[src/rtl/off_chip_img_source.sv]
// Deterministic raster-order pixel source answering an app's read_en requests
// with one registered pixel per accepted request, one cycle later.
module off_chip_img_source #(
  parameter int          WIDTH = 16,
  parameter int          IMG_W = 64,
  parameter int          IMG_H = 64,
  parameter logic [15:0] SEED  = 16'hACE1,
  localparam int         CW    = (IMG_W > 1) ? $clog2(IMG_W) : 1,
  localparam int         RW    = (IMG_H > 1) ? $clog2(IMG_H) : 1
) (
  input  logic             clk,
  input  logic             rst_n,
  input  logic             flush,
  input  logic [1:0]       pattern_sel,
  input  logic [WIDTH-1:0] cfg_const,
  input  logic             off_chip_img_img_update_0_read_en,
  output logic [WIDTH-1:0] off_chip_img_img_update_0_read,
  output logic             read_valid,
  output logic [CW-1:0]    col,
  output logic [RW-1:0]    row,
  output logic             frame_done,
  output logic [15:0]      frame_count
);

  // Handshake: the source is always ready, so every cycle with read_en=1 and
  // flush=0 is a transfer; read_valid marks the returned pixel one cycle later
  // and the data bus holds its last value whenever read_valid is low.

  typedef enum logic [1:0] {
    PAT_RAMP  = 2'd0,
    PAT_LFSR  = 2'd1,
    PAT_CONST = 2'd2,
    PAT_CHECK = 2'd3
  } pat_e;

  pat_e             pat;
  pat_e             pat_eff;
  logic [15:0]      lfsr;
  logic [WIDTH-1:0] pixel;
  logic             accept;
  logic             at_origin;
  logic             last_col;
  logic             last_row;

  assign accept    = off_chip_img_img_update_0_read_en && !flush;
  assign at_origin = (row == '0) && (col == '0);
  assign last_col  = (col == CW'(IMG_W - 1));
  assign last_row  = (row == RW'(IMG_H - 1));

  // The pattern register is only re-sampled at the start of a frame, and the
  // origin pixel already uses the freshly sampled selection.
  always_comb begin
    pat_eff = pat;
    if (at_origin) begin
      pat_eff = pat_e'(pattern_sel);
    end
    pixel = '0;
    case (pat_eff)
      PAT_RAMP:  pixel = WIDTH'(32'(row) * IMG_W + 32'(col));
      PAT_LFSR:  pixel = WIDTH'(lfsr);
      PAT_CONST: pixel = cfg_const;
      PAT_CHECK: pixel = {WIDTH{row[0] ^ col[0]}};
      default:   pixel = '0;
    endcase
  end

  always_ff @(posedge clk or negedge rst_n) begin
    if (!rst_n) begin
      off_chip_img_img_update_0_read <= '0;
      read_valid  <= 1'b0;
      frame_done  <= 1'b0;
      frame_count <= 16'd0;
      row         <= '0;
      col         <= '0;
      lfsr        <= SEED;
      pat         <= PAT_RAMP;
    end else if (flush) begin
      read_valid <= 1'b0;
      frame_done <= 1'b0;
      row        <= '0;
      col        <= '0;
      lfsr       <= SEED;
    end else if (accept) begin
      off_chip_img_img_update_0_read <= pixel;
      read_valid <= 1'b1;
      pat        <= pat_eff;
      if (pat_eff == PAT_LFSR) begin
        lfsr <= {lfsr[0] ^ lfsr[2] ^ lfsr[3] ^ lfsr[5], lfsr[15:1]};
      end
      if (last_col) begin
        col <= '0;
        if (last_row) begin
          row         <= '0;
          frame_done  <= 1'b1;
          frame_count <= frame_count + 16'd1;
        end else begin
          row        <= row + RW'(1);
          frame_done <= 1'b0;
        end
      end else begin
        col        <= col + CW'(1);
        frame_done <= 1'b0;
      end
    end else begin
      read_valid <= 1'b0;
      frame_done <= 1'b0;
    end
  end

endmodule

[config.mk]
export PLATFORM = sky130hd
export DESIGN_NAME = off_chip_img_source
export DESIGN_NICKNAME = d
export VERILOG_FILES = /design/src/rtl/off_chip_img_source.sv
export SDC_FILE = /design/constraint.sdc
export NUM_CORES = 1
export LEC_CHECK = 0
export CORE_AREA = 3 3 87 89
export CTS_CLUSTER_SIZE = 8
export DETAILED_ROUTE_END_ITERATION = 8
export DIE_AREA = 0 0 90 92
export GPL_ROUTABILITY_DRIVEN = 1
export PLACE_DENSITY = 0.81
export SYNTH_ARGS = -nofsm -noshare
export SYNTH_HDL_FRONTEND = slang
export SYNTH_SLANG_ARGS = --single-unit
[constraint.sdc]
create_clock -name clk -period 4 [get_ports clk]
set_input_delay 0.4 -clock clk [delete_from_list [all_inputs] [get_ports clk]]
set_output_delay 0.4 -clock clk [all_outputs]
set_load 0.005 [all_outputs]
# Yosys cells after proc, flatten, opt, wreduce, memory -nomap -nowiden
# Cells that the tools add are included.
# Widths: inputs -> output; s select.
# word_totals
in_bits	22
reg_bits	64
elab_cells	53
# classes
n_addsub	4
n_mux	18
n_eq_ne	5
n_bitwise	5
reduce_logical	13
# op_table
op	count
$pmux 16 s4	1
$mux 16	3
$mux 6	7
$add 16x1->16 const B	1
$add 12x6->13	1
$add 6x1->6 const B	2
$eq 6x6->1 const B	2
$logic_not 6->1	2
$mux 1	6
$reduce_and 2->1	3
$reduce_bool 2->1	3
$eq 2x2->1 const B	2
$reduce_and 4->1	1
$xor 1x1->1	4
$eq 2x1->1 const B	1
$logic_and 1x1->1	2
$logic_not 2->1	1
$mux 2	1
$logic_not 1->1	1
$not 1->1	1

# Logic depth before layout (Yosys ltp)
# logic_depth
ltp_word	7
mapped_depth	9
mapped_depth_nobuf	7

# Worst setup path before layout
# OpenSTA, ideal clock, no wires.
# synth_path
path_type	reg-to-reg
startpoint	register col[0]
endpoint	register lfsr[1]
period_less_slack_ns	2.076
stages_incl_launch_ff	10
setup_slack_ns	1.924
arrival_time_ns	1.944
path_cell_list	dfrtp_1 inv_1 ha_1 nor4b_2 a311o_1 a21bo_1 buf_4 buf_6 mux2i_1 nor2_1
# synth_via
elab_chain_len	6
# synth_lines
item	line	rtl
from (decl)	19	output logic [CW-1:0] col,
from (signal assigned)	101	col <= col + CW'(1);
$logic_not 6->1	46	assign at_origin = (row == '0) && (col == '0);
$logic_and 1x1->1	46	
$mux 2	54	if (at_origin) begin
$eq 2x1->1	87	if (pat_eff == PAT_LFSR) begin
$reduce_bool 2->1 (no source line)	n/a	
$reduce_and 2->1 (no source line)	n/a	
to (signal assigned)	88	lfsr <= {lfsr[0] ^ lfsr[2] ^ lfsr[3] ^ lfsr[5], lfsr[15:1]};
to (decl)	38	logic [15:0] lfsr;
# No other way between the ends.
# A chain may end at the register's enable or synchronous reset.

# Worst setup path after layout
# layout_path
startpoint	register col[0]
endpoint	register off_chip_img_img_update_0_read[11]
# layout_via
elab_chain_len	5
elab_cells_between_ends	10
cone_classes	add/sub: 1; eq/ne: 3; mux: 2; bitwise: 1; reduce/logical: 3
# layout_lines
item	line	rtl
parallel branches: the longest is 4 deep, another holds $add 12x6->13	n/a	
$pmux 16 s4 *	58	case (pat_eff)
to (signal assigned)	84	off_chip_img_img_update_0_read <= pixel;
to (decl)	17	output logic [WIDTH-1:0] off_chip_img_img_update_0_read,
# Mark *: on every way between the ends.

==> summary.md <==
| Metric | Value |
|---|---|
| Post-synth top cells | `dfrtp_1, nand2_1, nor2_1` |
| Vias in the first global route | `2801` |
| Root buffer cell | `clkbuf_8` |
| Type of the most critical hold path | `input pin to async pin` |
| Period utilization | `76.0%` |
| Skew-Pair Late Insertion Delay | `0.33 ns` |
| FFs w/ async S/R, synth | `100%` |
| Slowest-stage cell, CP | `mux2i_1` |
| Worst Tran Pin Value | `0.814 ns` |
| Clk network pwr share | `32.5%` |
| RSZ-0062 raised after global routing | `false` |
| IO Pins | `68` |
| Flop pwr share | `46.4%` |
| Hold Fails Final Rpt | `0` |
| Initial antenna violation count | `0` |
| Most frequent cell after synthesis | `dfrtp_1` |
| First-pass detailed-route iteration total | `4` |
| Max Buffers Root-to-Sink | `2` |
| Area Growth Syn to Fin | `24.9%` |
| Layout cell share with drive strength beyond 1 | `12.6%` |
| P per Cell Area | `377 nW/um^2` |
| Synth Register Bits | `64` |
| Gate power share | `21.1%` |
| # diodes | `0` |
| Peak VDD IR | `0.348 mV` |
| Top_reg_cell synth | `dfrtp_1` |
| Critical R2R Launch | `col[0]$_DFFE_PN0P_` |
| Setup crit start kind | `flop` |
| CP Cell Sequence | `inv_1 > ha_1 > nor4b_2 > nand3_2 > mux2i_1 > o2111ai_1 > o221a_2` |
| EDFF count, synth | `0` |
| Post-Place Cells | `495` |
| Reg2Reg Depth | `7` |
| DIE WIDTH | `90 microns` |
| Post-Syn Nets | `380` |
| R2r setup slk | `0.96 ns` |
| Crit. End Element | `flop` |
| Iter 0 DRT Violations | `227` |
| Routed WL | `7.88 mm` |
| R2r endpoint | `off_chip_img_img_update_0_read[11]$_DFFE_PN0P_` |
| Yosys warns | `0` |
| Top fanout value on the critical path | `28` |
| Die ar. | `8280 sq um` |
| Clock-pin slew on the worst setup and hold paths | `0.07 ns` |
| Crit Path Class | `flop to flop` |
| Net Switching | `447 uW` |
| FMAX | `0.329 GHz` |
| Setup bufs post-CTS | `0` |
| Residual DRC count | `0` |
| Worst EP required | `4.22 ns` |
| Hold buffers post-CTS | `0` |
| H-Tree Depth | `3` |
| Switch share | `27.1%` |
| Final total power | `1650 uW` |
| CTS tree | `yes` |
| Mapped Cells | `353` |
| Pre-CTS WS | `0.990 ns` |
| Cell Count, Final, Fillers Out | `510` |
| Post-DR wirelength/cell | `15.5 microns` |
| Post-DRT Antenna Nets | `0` |
| Area leader, netlist | `dfrtp_1` |
| Final setup viols | `0` |
| Largest net degree at the start of global routing | `37` |
| GRT Util Overall | `20.2%` |
| Outcome | `completed` |
| Data arrival, critical path | `3.26 ns` |
| Synthesized area | `3510 sq um` |
| Slew headroom | `44.2%` |
| Hpwl dp | `5.82 mm` |
| Leakage | `0.00179 uW` |
| Grt total ovfl | `0` |
| Skew final | `0.00770 ns` |
| Clock period minus worst slack | `3.04 ns` |
| Worst path max stage delay | `0.81 ns` |
| TritonCTS sink count | `64` |
| Post-CTS Resized | `0` |
| Die Y-Extent | `92 microns` |
| Synth Area per Inst | `9.94 sq um` |
| Std-Cell Rows | `30` |
| Max-cap violations | `0` |
| Vias per inst | `5.59` |
| Number of buffers added on ports | `67` |
| Final GP Congestion | `0.876` |
| Synth unique cells | `52` |
| Core footprint | `6830 sq um` |
| Top cells by area, synth | `dfrtp_1, dfstp_2, nand2_1` |
| Share of Yosys cell area claimed by the top area cell type | `39.9%` |
| Sequential share of the synthesized area | `45.9%` |
| Pint | `1210 uW` |
| Initial core utilization | `51.4%` |
| CTS buffer count | `9` |
| Final net count | `437` |
| Global-route wire length before repair | `13.6 mm` |
| Vias | `2849` |
| Slew Limit Fails | `0` |
| Min setup slack post-route | `0.961 ns` |
| Setup_tns | `0 ns` |
[flip-flops by register name (all words and copies together), names as in the netlist]
| signal | flops |
|---|---|
| col | 6 |
| frame_count | 16 |
| frame_done | 1 |
| lfsr | 16 |
| off_chip_img_img_update_0_read | 16 |
| pat | 2 |
| read_valid | 1 |
| row | 6 |
[logic make-up after synthesis]
family	after synthesis	synth area share, %
AOI/OAI and AO/OA	82	18.3
xor gates and xnor gates	23	5.74
and+or+nand+nor	132	19.9
muxes	13	3.85
adders and majority gates	5	1.78
DFF	64	45.9
buffers and inverters	34	4.53
[critical path, delay by kind of cell (launching register included)]
family	cells	cell delay, ns
simple gates	2	0.91
mux	1	0.81
flops	1	0.49
compound gates	2	0.43
buf+inv	1	0.14
fa+ha+maj	1	0.14
[metal layers]
metal	part of all wire, %	global-route usage [%]	up-vias	wire length (microns)
li1	-	-	1415	-
met1	46	27.5	1338	3630
met2	48	32.7	86	3750
met3	5.3	4.68	10	419
met4	1.1	4.97	0	85
met5	0	0	-	0
[placed cells by master, fill, tap and decap left out, types with 10 or more instances in the layout]
cell type and instances:
clkdlybuf4s50_1 66, nand3_1 21, a22oi_1 11, clkbuf_8 10, o221a_2 11, inv_1 10, nor2_1 27, a22o_1 11
xor2_1 10, xnor2_1 13, a21oi_1 18, o2111ai_1 11, dfrtp_1 56, nor3_1 16, nand2_1 36
[stage by stage]
stage	hold WS (ns)	util [%]	cell area [sq um]
finish	0.0734	64.1	4380
global route	0.112	64.1	4380
CTS	0.0888	64.1	4380
detailed placement	0.457	61.4	4200
global placement	0.454	61.4	4200
floorplan	0.104	-	3510
[worst max path at each step]
stage                                            startpoint  slack (ns)                                             end  cells after the start
after floorplan                          col[0]$_DFFE_PN0P_        1.92                             lfsr[1]$_DFFE_PN0P_                      9
after global placement                   col[0]$_DFFE_PN0P_        1.02  off_chip_img_img_update_0_read[10]$_DFFE_PN0P_                      7
after detailed placement  off_chip_img_img_update_0_read_en        0.99                     frame_count[15]$_DFFE_PN0P_                      6
after CTS                                col[0]$_DFFE_PN0P_        0.99   off_chip_img_img_update_0_read[7]$_DFFE_PN0P_                      7
after global routing                     col[0]$_DFFE_PN0P_        0.65   off_chip_img_img_update_0_read[7]$_DFFE_PN0P_                      7
final                                    col[0]$_DFFE_PN0P_        0.96  off_chip_img_img_update_0_read[11]$_DFFE_PN0P_                      7
[power groups by stage]
stage                     sequential (uW)  combinational (uW)  clock, uW
after floorplan                       763                 201          0
after global placement                776                 344          0
after detailed placement              776                 353          0
after CTS                             767                 352        544
after global routing                  775                 386        574
final                                 767                 348        538
[final cells by class]
class                   instances  area [sq um]
fillers                       565          2450
inverters                      10          37.5
clock buffers                  11           141
well taps                      96           120
repair buffers                 70           688
clock inverters                 4          45.0
flip-flops and latches         64          1610
multi-input cells             255          1740
Power figures use the tool's default switching activity.
